`src/rtl/serial_adder_ctrl_if.sv`:
```
// Operand/result handshake bundle for serial_adder_ctrl.
// master drives operands and result-ready; slave is the adder sequencer.
interface serial_adder_ctrl_if #(
    parameter int nbits = 8
);
    logic             in_val;
    logic             in_rdy;
    logic [nbits-1:0] in_a;
    logic [nbits-1:0] in_b;
    logic             out_val;
    logic             out_rdy;
    logic [nbits-1:0] out_sum;
    logic             out_cout;

    modport master (
        output in_val,
        output in_a,
        output in_b,
        output out_rdy,
        input  in_rdy,
        input  out_val,
        input  out_sum,
        input  out_cout
    );

    modport slave (
        input  in_val,
        input  in_a,
        input  in_b,
        input  out_rdy,
        output in_rdy,
        output out_val,
        output out_sum,
        output out_cout
    );
endinterface

```
`src/rtl/serial_adder_ctrl.sv`:
```
// Bit-serial adder sequencer: one full adder (two half adders + OR), LSB first.
// Optional SERIAL_ADDER_CTRL_EARLY_EXIT_EN stops once operands and carry drain.
module serial_adder_ctrl #(
    parameter int nbits = 8
) (
    input logic               clk,
    input logic               reset,
    serial_adder_ctrl_if.slave bus
);
    localparam int IW = $clog2(nbits);
    localparam logic [IW-1:0] LAST = IW'(nbits - 1);

    typedef enum logic [1:0] {
        IDLE,
        CALC,
        DONE
    } state_t;

    state_t state_q;
    state_t state_d;

    logic [nbits-1:0] a_reg;
    logic [nbits-1:0] b_reg;
    logic [nbits-1:0] sum_reg;
    logic             carry;
    logic [IW-1:0]    idx;
    logic [nbits-1:0] out_sum_q;
    logic             out_cout_q;

    logic             load;
    logic             step;
    logic             last;
    logic             drained;
    logic [nbits-1:0] a_shift;
    logic [nbits-1:0] b_shift;
    logic [nbits-1:0] sum_next;

    logic [1:0] ha0;
    logic [1:0] ha1;
    logic       bit_sum;
    logic       bit_cout;

    // {carry, sum}
    function automatic logic [1:0] half_add(input logic x, input logic y);
        return {x & y, x ^ y};
    endfunction

    assign ha0      = half_add(a_reg[0], b_reg[0]);
    assign ha1      = half_add(ha0[0], carry);
    assign bit_sum  = ha1[0];
    assign bit_cout = ha0[1] | ha1[1];

    assign a_shift = a_reg >> 1;
    assign b_shift = b_reg >> 1;
    assign last    = (idx == LAST);

`ifdef SERIAL_ADDER_CTRL_EARLY_EXIT_EN
    // Nothing left to add: remaining sum bits stay zero.
    assign drained = (a_shift == '0) && (b_shift == '0) && !bit_cout;
`else
    assign drained = 1'b0;
`endif

    always_comb begin
        sum_next      = sum_reg;
        sum_next[idx] = bit_sum;
    end

    always_ff @(posedge clk or negedge reset) begin
        if (!reset) begin
            state_q <= IDLE;
        end else begin
            state_q <= state_d;
        end
    end

    always_comb begin
        state_d = state_q;
        load    = 1'b0;
        step    = 1'b0;
        unique case (state_q)
            IDLE: begin
                if (bus.in_val) begin
                    load    = 1'b1;
                    state_d = CALC;
                end
            end
            CALC: begin
                step = 1'b1;
                if (last || drained) begin
                    state_d = DONE;
                end
            end
            DONE: begin
                if (bus.out_rdy) begin
                    state_d = IDLE;
                end
            end
            default: state_d = IDLE;
        endcase
    end

    always_ff @(posedge clk or negedge reset) begin
        if (!reset) begin
            a_reg      <= '0;
            b_reg      <= '0;
            sum_reg    <= '0;
            carry      <= 1'b0;
            idx        <= '0;
            out_sum_q  <= '0;
            out_cout_q <= 1'b0;
        end else if (load) begin
            a_reg   <= bus.in_a;
            b_reg   <= bus.in_b;
            sum_reg <= '0;
            carry   <= 1'b0;
            idx     <= '0;
        end else if (step) begin
            a_reg   <= a_shift;
            b_reg   <= b_shift;
            sum_reg <= sum_next;
            carry   <= bit_cout;
            idx     <= idx + 1'b1;
            // Result registers only move on entry to DONE.
            if (state_d == DONE) begin
                out_sum_q  <= sum_next;
                out_cout_q <= bit_cout;
            end
        end
    end

    assign bus.in_rdy   = (state_q == IDLE);
    assign bus.out_val  = (state_q == DONE);
    assign bus.out_sum  = out_sum_q;
    assign bus.out_cout = out_cout_q;
endmodule

```
`src/flat_wrapper.sv`:
```
// flat-port wrapper written by rule: the top's interface ports become plain ports
module serial_adder_ctrl_flat 
#(
    parameter int nbits = 8
)
  (clk, reset, bus_in_val, bus_in_a, bus_in_b, bus_out_rdy, bus_in_rdy, bus_out_val, bus_out_sum, bus_out_cout);
  serial_adder_ctrl_if #(.nbits(nbits)) bus_i ();
  input logic clk;
  input logic reset;
  input wire logic [$bits(bus_i.in_val)-1:0] bus_in_val;
  input wire logic [$bits(bus_i.in_a)-1:0] bus_in_a;
  input wire logic [$bits(bus_i.in_b)-1:0] bus_in_b;
  input wire logic [$bits(bus_i.out_rdy)-1:0] bus_out_rdy;
  output wire logic [$bits(bus_i.in_rdy)-1:0] bus_in_rdy;
  output wire logic [$bits(bus_i.out_val)-1:0] bus_out_val;
  output wire logic [$bits(bus_i.out_sum)-1:0] bus_out_sum;
  output wire logic [$bits(bus_i.out_cout)-1:0] bus_out_cout;
  assign bus_i.in_val = bus_in_val;
  assign bus_i.in_a = bus_in_a;
  assign bus_i.in_b = bus_in_b;
  assign bus_i.out_rdy = bus_out_rdy;
  assign bus_in_rdy = bus_i.in_rdy;
  assign bus_out_val = bus_i.out_val;
  assign bus_out_sum = bus_i.out_sum;
  assign bus_out_cout = bus_i.out_cout;
  serial_adder_ctrl #(.nbits(nbits)) u_core (.clk(clk), .reset(reset), .bus(bus_i));
endmodule
```
`config.mk`:
```
export PLATFORM = sky130hd
export DESIGN_NAME = serial_adder_ctrl_flat
export DESIGN_NICKNAME = d
export VERILOG_FILES = /design/src/rtl/serial_adder_ctrl_if.sv /design/src/rtl/serial_adder_ctrl.sv /design/src/flat_wrapper.sv
export SDC_FILE = /design/constraint.sdc
export NUM_CORES = 1
export LEC_CHECK = 0
export ABC_AREA = 1
export CORE_AREA = 3 3 82 53
export DETAILED_ROUTE_END_ITERATION = 6
export DIE_AREA = 0 0 85 56
export PLACE_DENSITY = 0.75
export SYNTH_ARGS = -nofsm -noshare
export SYNTH_HDL_FRONTEND = slang
export SYNTH_SLANG_ARGS = --single-unit
export TNS_END_PERCENT = 5
```
`constraint.sdc`:
```
create_clock -name clk -period 1.8 [get_ports clk]
set_input_delay 0.27 -clock clk [delete_from_list [all_inputs] [get_ports clk]]
set_output_delay 0.27 -clock clk [all_outputs]
set_load 0.005 [all_outputs]
```
==> reports/results.ini <==
[placement]
dp_hpwl_um = 2692
gp_congestion = 0.9905
io_buffer_count = 30

[timing]
finalCriticalPeriod_ns = 1.637
finalHoldViolations = 0
setup_tns_ns = 0
worst_slew_pin_slew_ns = 0.4311
slew_violations = 0
setup_viol = 0
finalCritPeriodShare_pct = 90.92
maxSlewHeadroom_pct = 71.26
skew_ns = 0.003902
rsz0062_at_grt = false
clock.fmax_mhz = 611.0

[final_layout]
seq_area_um2 = 975.9
drive_gt1_share_pct = 6.667
area.growth.synth_to_final_pct = 25.02
multiInputGateArea_um2 = 710.7
nNetsFinal = 279
fin_util_pct = 62.40
final_cell_mix = 96 x nand2_1, 39 x dfrtp_1, 36 x nand3_1
final_common_cell = nand2_1
n_antenna_cell = 0
fillCellCount = 315

[clock_tree]
htreeDepth = 2
worstSkewPairLatency_ns = 0.28
cts_buffers = 5
post-cts-setup-buffers = 0
clk_pin_slew_ns = 0.07
cts.path.max_buffers = 2
cts_sinks = 39
cts-root-buf = clkbuf_8
cts_tree = yes
ctsResizeCount = 0

[global_route]
overflow = 0
grt_pass1_vias = 1393
grt_pass1_wl_um = 6603
antenna_found_initial = 0
track_usage_pct = 17.40
grt_max_degree = 28

[yosys]
synth_area_um2 = 1815
synth_top_area_share_pct = 53.76
netlist_instances = 222
synth_area_leaders = dfrtp_1 54%, nand2_1 20%, nand3_1 9.9%
ys_warn_count = 0
synthDistinctLibCells = 18
seq_area_frac_synth_pct = 53.76
syn_area_per_cell_um2 = 8.178
synth_top_area_cell = dfrtp_1
synth_nets = 245
synth-seq-cells = 39

[routing]
wirelength_um = 3814
route.detailed.drc = 0
wl_per_cell_um = 12.63
via_count = 1548
ant_nets = 0
via_per_inst = 5.126
drtIter0Drc = 163
first_pass_iters = 4

[floorplanning]
coreArea_um2 = 3637
io_pins = 31
start_util_pct = 49.91
core.rowCount = 17
dieArea_um2 = 4760
die_w_um = 85
dieHeight_um = 56

[critical_path]
crit_arrival_ns = 1.37
startpoint_type = flip-flop
path_cells = nor2_1 -> clkdlybuf4s50_1
max_stage_delay_ns = 0.51
required_ns = 1.53
cpLargestDelayFamily = buffers and inverters
cp_max_fo = 4
cpMaxStageDelayCell = clkdlybuf4s50_1
endpoint_kind = primary output
path_class = reg2out
path_buf_inv = 1

[power]
peakVddDrop_mv = 0.7111
p_per_area_nw_per_um2 = 1548
p_leak_uw = 0.001137

[status]
status = completed

[min_path]
hp-class = in2async

[flow_run]
drv_cap = 0

## cells in the mapped netlist
master and n:
o21ai_2 2, ha_1 2, nand2_2 1, fa_1 1
buf_2 4, inv_2 2, clkbuf_1 1, nor2_4 1
buf_6 1, nand4_1 6, dfrtp_1 39, nand2_1 96
o21bai_1 2, inv_1 17, o21ai_0 6, buf_4 3
nor2_1 2, nand3_1 36
## per-stage QoR
stage               worst slack [ns]  cells  hold slack [ns]  cell area (um^2)  power [uW]
finish                        0.1634    302           0.4562              2270        3513
global route                 0.08136    302           0.4958              2270        3811
CTS                           0.1557    302           0.4713              2270        3532
detailed placement            0.2874    295           0.2342              2187        2996
global placement              0.3010    295           0.2384              2187        2956
floorplan                     0.4372    222         -0.02559              1815        2413
## kinds of logic after synthesis
group,after synthesis,share of synthesized area (%)
and+or+nand+nor,142,33.22
DFF,39,53.76
buffers and inverters,28,7.098
AOI/OAI and AO/OA,10,3.446
adders and majority gates,3,2.481
## per-layer routing
metal	GRT usage [%]	vias to the layer above	share of wire [%]
met2	22.90	71	40
met5	0	-	0
li1	-	771	-
met4	4.740	0	1.4
met1	27.65	696	50
met3	4.438	10	8.5
## timing repair
action	in CTS	in global routing
hold endpoints to repair	17	0
hold buffers	1	0
endpoints found under the setup margin	0	0
## final timing paths
| kind | start | to | slack, ns | cells after the start |
|---|---|---|---|---|
| hold / removal | reset | u_core.b_reg[2] | 0.46 | 2 |
| hold reg to reg | u_core.sum_reg[2] | u_core.sum_reg[2] | 0.48 | 2 |
| max in group asynchronous | reset | u_core.sum_reg[1] | 0.88 | 3 |
| min in group clk | u_core.sum_reg[2] | u_core.sum_reg[2] | 0.48 | 2 |
| setup reg to reg | u_core.carry | u_core.bus.out_sum[2] | 0.27 | 5 |
| setup / recovery | u_core.state_q[0] | bus_in_rdy | 0.16 | 2 |
## power breakdown
group | internal [uW] | total [uW] | leakage (uW) | switching (uW)
logic | 653 | 1550 | 0.000594 | 902
clock network | 258 | 523 | 0.0000371 | 265
registers | 1220 | 1440 | 0.000506 | 215
total | 2130 | 3510 | 0.00114 | 1380
## final cells by class
type	count	share of cell area [%]
Inverter	19	3.142
Sequential cell	39	43.00
Clock buffer	6	3.197
Tap cell	47	2.591
Timing Repair Buffer	36	16.76
Multi-Input combinational cell	155	31.31
Power figures use the tool's default switching activity.
